===== src/rtl/card_txn_controller_pkg.sv =====
`default_nettype none
// ============================================================================
// card_txn_controller_pkg
// Shared vending definitions: transaction states, timing defaults, widths.
// Revision: 1.0
// ============================================================================
package card_txn_controller_pkg;

  localparam int TIMEOUT_CYCLES_DEFAULT = 16;
  localparam int MAX_RETRY_DEFAULT      = 2;
  localparam int AMOUNT_W               = 3;
  localparam int TIMER_W                = 8;
  localparam int RETRY_W                = 2;
  localparam int TXN_COUNT_W            = 8;

  typedef enum logic [2:0] {
    ST_IDLE     = 3'd0,
    ST_CARD     = 3'd1,
    ST_REQ      = 3'd2,
    ST_WAIT_RSP = 3'd3,
    ST_APPROVE  = 3'd4,
    ST_DECLINE  = 3'd5,
    ST_HOLD     = 3'd6
  } txn_state_e;

  function automatic logic [TXN_COUNT_W-1:0] sat_inc(input logic [TXN_COUNT_W-1:0] v);
    return (v == {TXN_COUNT_W{1'b1}}) ? v : v + TXN_COUNT_W'(1);
  endfunction

endpackage
`default_nettype wire


===== src/rtl/card_txn_controller_timer.sv =====
`default_nettype none
// ============================================================================
// txn_timeout_timer
// Per-attempt bank response timer; expired is high on the last wait cycle.
// Revision: 1.0
// ============================================================================
module txn_timeout_timer
  import card_txn_controller_pkg::*;
#(
  parameter int TIMEOUT_CYCLES = TIMEOUT_CYCLES_DEFAULT
) (
  input  logic clk_i,
  input  logic rst_i,
  input  logic clear_i,
  input  logic enable_i,
  output logic expired_o
);

  localparam logic [TIMER_W-1:0] C_LAST = TIMER_W'(TIMEOUT_CYCLES - 1);

  logic [TIMER_W-1:0] count_q, count_d;

  always_comb begin
    count_d = count_q;
    if (clear_i) begin
      count_d = '0;
    end else if (enable_i && (count_q != C_LAST)) begin
      count_d = count_q + TIMER_W'(1);
    end
  end

  always_ff @(posedge clk_i) begin
    if (rst_i) begin
      count_q <= '0;
    end else begin
      count_q <= count_d;
    end
  end

  assign expired_o = enable_i && (count_q == C_LAST);

endmodule
`default_nettype wire


===== src/rtl/card_txn_controller.sv =====
`default_nettype none
// ============================================================================
// card_txn_controller
// Card payment handshake between the vending FSM and the bank link.
// Revision: 1.0
// ============================================================================
module card_txn_controller
  import card_txn_controller_pkg::*;
#(
  parameter int TIMEOUT_CYCLES = TIMEOUT_CYCLES_DEFAULT,
  parameter int MAX_RETRY      = MAX_RETRY_DEFAULT
) (
  input  logic                   CLK,
  input  logic                   RESET,
  input  logic                   CARD_IN,
  input  logic [AMOUNT_W-1:0]    COST,
  input  logic                   BANK_READY,
  input  logic                   BANK_RSP_VALID,
  input  logic                   BANK_RSP_OK,
  output logic                   BANK_REQ,
  output logic [AMOUNT_W-1:0]    BANK_AMOUNT,
  output logic                   VALID_TRAN,
  output logic                   DECLINED,
  output logic                   BUSY,
  output logic [TXN_COUNT_W-1:0] TXN_COUNT
);

  localparam logic [RETRY_W-1:0] C_RETRY_LIMIT = RETRY_W'(MAX_RETRY);

  txn_state_e             state_q, state_d;
  logic [AMOUNT_W-1:0]    amount_q, amount_d;
  logic [RETRY_W-1:0]     retry_q, retry_d;
  logic [TXN_COUNT_W-1:0] txn_count_q, txn_count_d;
  logic                   bank_req_q, valid_tran_q, declined_q, busy_q;
  logic                   timer_expired;

  txn_timeout_timer #(
    .TIMEOUT_CYCLES (TIMEOUT_CYCLES)
  ) u_timer (
    .clk_i     (CLK),
    .rst_i     (RESET),
    .clear_i   (state_q != ST_WAIT_RSP),
    .enable_i  (state_q == ST_WAIT_RSP),
    .expired_o (timer_expired)
  );

  always_comb begin
    state_d     = state_q;
    amount_d    = amount_q;
    retry_d     = retry_q;
    txn_count_d = txn_count_q;
    case (state_q)
      ST_IDLE: if (CARD_IN) state_d = ST_CARD;
      ST_CARD: begin
        if (!CARD_IN) begin
          state_d = ST_IDLE;
        end else if (COST != '0) begin
          amount_d = COST;
          retry_d  = '0;
          state_d  = ST_REQ;
        end
      end
      ST_REQ: begin
        if (!CARD_IN)        state_d = ST_IDLE;
        else if (BANK_READY) state_d = ST_WAIT_RSP;
      end
      ST_WAIT_RSP: begin
        // Card removal aborts silently; a response beats a same-cycle expiry.
        if (!CARD_IN) begin
          state_d = ST_IDLE;
        end else if (BANK_RSP_VALID) begin
          state_d = BANK_RSP_OK ? ST_APPROVE : ST_DECLINE;
        end else if (timer_expired) begin
          if (retry_q < C_RETRY_LIMIT) begin
            retry_d = retry_q + RETRY_W'(1);
            state_d = ST_REQ;
          end else begin
            state_d = ST_DECLINE;
          end
        end
      end
      ST_APPROVE: state_d = ST_HOLD;
      ST_DECLINE: state_d = ST_HOLD;
      ST_HOLD:    if (!CARD_IN || (COST == '0)) state_d = ST_IDLE;
      default:    state_d = ST_IDLE;
    endcase
    if (state_d == ST_APPROVE) txn_count_d = sat_inc(txn_count_q);
  end

  always_ff @(posedge CLK) begin
    if (RESET) begin
      state_q      <= ST_IDLE;
      amount_q     <= '0;
      retry_q      <= '0;
      txn_count_q  <= '0;
      bank_req_q   <= 1'b0;
      valid_tran_q <= 1'b0;
      declined_q   <= 1'b0;
      busy_q       <= 1'b0;
    end else begin
      state_q      <= state_d;
      amount_q     <= amount_d;
      retry_q      <= retry_d;
      txn_count_q  <= txn_count_d;
      bank_req_q   <= (state_d == ST_REQ);
      valid_tran_q <= (state_d == ST_APPROVE);
      declined_q   <= (state_d == ST_DECLINE);
      busy_q       <= (state_d != ST_IDLE);
    end
  end

  assign BANK_REQ    = bank_req_q;
  assign BANK_AMOUNT = amount_q;
  assign VALID_TRAN  = valid_tran_q;
  assign DECLINED    = declined_q;
  assign BUSY        = busy_q;
  assign TXN_COUNT   = txn_count_q;

endmodule
`default_nettype wire

===== config.mk =====
export PLATFORM = sky130hd
export DESIGN_NAME = card_txn_controller
export DESIGN_NICKNAME = d
export VERILOG_FILES = /design/src/rtl/card_txn_controller_pkg.sv /design/src/rtl/card_txn_controller_timer.sv /design/src/rtl/card_txn_controller.sv
export SDC_FILE = /design/constraint.sdc
export NUM_CORES = 1
export LEC_CHECK = 0
export BUFFER_PORTS_ARGS = -buffer_cell sky130_fd_sc_hd__buf_2
export CAP_MARGIN = 20
export CELL_PAD_IN_SITES_DETAIL_PLACEMENT = 1
export CELL_PAD_IN_SITES_GLOBAL_PLACEMENT = 2
export CORE_ASPECT_RATIO = 0.6
export CORE_MARGIN = 5
export CORE_UTILIZATION = 32
export CTS_CLUSTER_SIZE = 8
export DETAILED_ROUTE_END_ITERATION = 8
export GPL_TIMING_DRIVEN = 1
export PLACE_DENSITY_LB_ADDON = 0.1
export RECOVER_POWER = 100
export SYNTH_ARGS = -nofsm -noshare
export SYNTH_HDL_FRONTEND = slang
export SYNTH_SLANG_ARGS = --single-unit

===== constraint.sdc =====
create_clock -name CLK -period 2.3 [get_ports CLK]
set_input_delay 0.46 -clock CLK [delete_from_list [all_inputs] [get_ports CLK]]
set_output_delay 0.46 -clock CLK [all_outputs]
set_load 0.02 [all_outputs]

==> impl_metrics.yaml <==
global_routing:
  grt_pass1_wl_um: 5602
  grt_overflow: 0
  grt_max_degree: 21
  grt_pass1_vias: 1185
  grt_use_total_pct: 12.99
  antenna_found_initial: 0
die:
  die_h_um: 59.14
  pin_count: 24
  start_util_pct: 34.20
  rows: 17
  core_area_um2: 3765
  die_area_um2: 5434
  fp.dieW_um: 91.89
pwr:
  p_leak_nw: 0.5675
  p_per_area_nw_per_um2: 626.4
  ir_worst_vdd_mv: 0.1800
clock_tree:
  cts_htree_levels: 1
  clk_latency_ns: 0.28
  cts_max_path_buffers: 2
  cts.reportedPaths.clkPinSlew_ns: 0.10
  numCtsBuffers: 3
  postCtsResizedCells: 0
  root_buffer: "clkbuf_8"
  cts_sinks: 28
  cts_tree: "built"
worst_hold_path:
  hp-class: "input pin to flip-flop"
sta:
  slew_viol_final: 0
  slew_headroom_pct: 65.96
  fin_skew_ns: 0.006497
  setup_tns_ns: 0
  rsz0062_at_grt: "no"
  setup_violations: 0
  tightest_slew_ns: 0.5067
  finalHoldViolCount: 0
  finalCriticalPeriod_ns: 2.136
  finalCritPeriodShare_pct: 92.85
  fmax_mhz: 468.3
routing:
  drtAntennaViolNets: 0
  wirelength_um: 3383
  via_count: 1172
  dr.pass1.iters: 4
  drt_iter0_markers: 41
  avgViaCountPerCell: 5.256
  avgRoutedWirePerCell_um: 15.17
  drc: 0
synth:
  synth.distinct_cells: 37
  ys_ff_latch: 28
  yosysSeqAreaShare_pct: 43.54
  synth_ff_type: "dfxtp_1"
  syn_inst: 149
  synth_edf_count: 0
  async_flop_share_pct: 0
  syn-num-nets: 160
  synth.avg_cell_area_um2: 8.641
  yosys_warnings: 0
  synth_area_um2: 1287
worst_setup_path:
  worst_ep_required_time_ns: 2.53
  end_kind: "flip-flop"
  crit_type: "flip-flop to flip-flop"
  crit_arrival_ns: 2.37
  cp_max_fo: 6
  startpoint_type: "flip-flop"
placement:
  place_area_um2: 1458
  dp_hpwl_um: 2573
  finalWeightedCongestion: 0.7436
  portBuffers: 23
final_layout:
  n_antenna_cell: 0
  n_fill_cell: 485
  fin_area_um2: 1510
  final_common_cell: "dfxtp_1"
  syn_to_final_growth_pct: 17.30
  drive_gt1_share_pct: 11.36
  final_cell_mix: "28 x dfxtp_1, 23 x nor2_1, 17 x clkbuf_1, 10 x nand3_1, 10 x a21oi_1"
  nets: 188
run:
  maxCapViolations: 0
status:
  status: "complete, no violations"
==> sequential cells by signal, indices dropped and copies added, names as in the netlist <==
signal and cells:
retry_q 2, VALID_TRAN 1, DECLINED 1, TXN_COUNT 8, state_q 3, u_timer.count_q 8, BANK_REQ 1, BUSY 1
BANK_AMOUNT 3
==> final timing paths <==
path                                          from        endpoint  slack (ns)  depth (start not counted)
worst max-delay path            u_timer.count_q[0]    TXN_COUNT[4]        0.16                          8
worst min-delay path                       COST[0]  BANK_AMOUNT[0]        0.44                          3
worst max register to register  u_timer.count_q[0]    TXN_COUNT[4]        0.16                          8
worst min register to register          retry_q[0]      retry_q[1]        0.51                          2
==> timing repair <==
action                     4_1_cts  5_1_grt
setup endpoints to repair        0        1
hold buffers                     0        0
buffers inserted                 0        2
==> layout make-up <==
class                           count  area [um2]  share of cell area [%]
Sequential cell                    28       560.5                   37.12
Clock inverter                      1       30.03                   1.988
Multi-Input combinational cell    110       673.1                   44.57
Tap cell                           47       58.81                   3.894
Timing Repair Buffer               28       123.9                   8.202
Inverter                            6       22.52                   1.491
Clock buffer                        3       41.29                   2.734
==> report_power, final <==
group	switching (mW)	internal [mW]	total (mW)
clock network	0.162	0.233	0.395
logic	0.0343	0.0197	0.0539
registers	0.00562	0.491	0.497
==> layer usage <==
metal / global-route usage, % / part of all wire [%] / vias up
li1: - / - / 581
met1: 18.94 / 54 / 566
met2: 19.09 / 40 / 23
met3: 4.315 / 4.8 / 2
met4: 1.480 / 0.35 / 0
met5: 0 / 0 / -
==> synth_stat cells, types with 3 or more instances <==
master | n | area (um2)
or3_1 | 3 | 18.77
a22oi_1 | 4 | 30.03
nor2_1 | 23 | 86.33
xor2_1 | 7 | 61.31
and3_1 | 3 | 18.77
dfxtp_1 | 28 | 560.5
inv_1 | 6 | 22.52
clkbuf_1 | 4 | 15.01
nor2b_1 | 5 | 31.28
o21ai_0 | 3 | 15.01
mux2i_1 | 3 | 30.03
nand3_1 | 10 | 50.05
or4_1 | 3 | 22.52
a21oi_1 | 9 | 45.04
nor3_1 | 3 | 15.01
nand2_1 | 7 | 26.28
==> critical path, cell delays in order, from the launching register on <==
cell and delay [ns]:
dfxtp_1 0.38, ha_1 0.24, and3_1 0.22, o2111ai_1 0.11
a21oi_1 0.23, nand3_2 0.16, clkbuf_2 0.19, or4_1 0.48
nand2_1 0.08
==> stage by stage <==
| stage | power (mW) | worst slack, ns | hold WS (ns) | utilization (%) | std cells |
|---|---|---|---|---|---|
| after CTS | 0.9635 | 0.1533 | 0.4392 | 40.61 | 221 |
| after global placement | 0.5640 | 0.1941 | 0.4700 | 38.72 | 217 |
| final | 0.9459 | 0.1644 | 0.4401 | 40.11 | 223 |
| after floorplan | 0.5397 | 0.3713 | 0.4561 | - | 149 |
| after detailed placement | 0.5653 | 0.1665 | 0.4911 | 38.72 | 217 |
| after global routing | 0.9867 | 0.06221 | 0.4645 | 40.11 | 223 |
==> cell families (layout without fill, tap and decap cells) <==
kind of cell | after synthesis | count (layout) | synth area share (%)
XOR/XNOR | 8 | 8 | 5.442
adder cells (fa/ha/maj) | 2 | 2 | 1.943
AO/OA/AOI/OAI | 24 | 24 | 11.76
multiplexers | 3 | 3 | 2.332
buffers and inverters | 11 | 38 | 3.790
AND/OR/NAND/NOR | 73 | 73 | 31.20
flip-flops | 28 | 28 | 43.54
No activity file was read; power rests on OpenSTA's default activity.
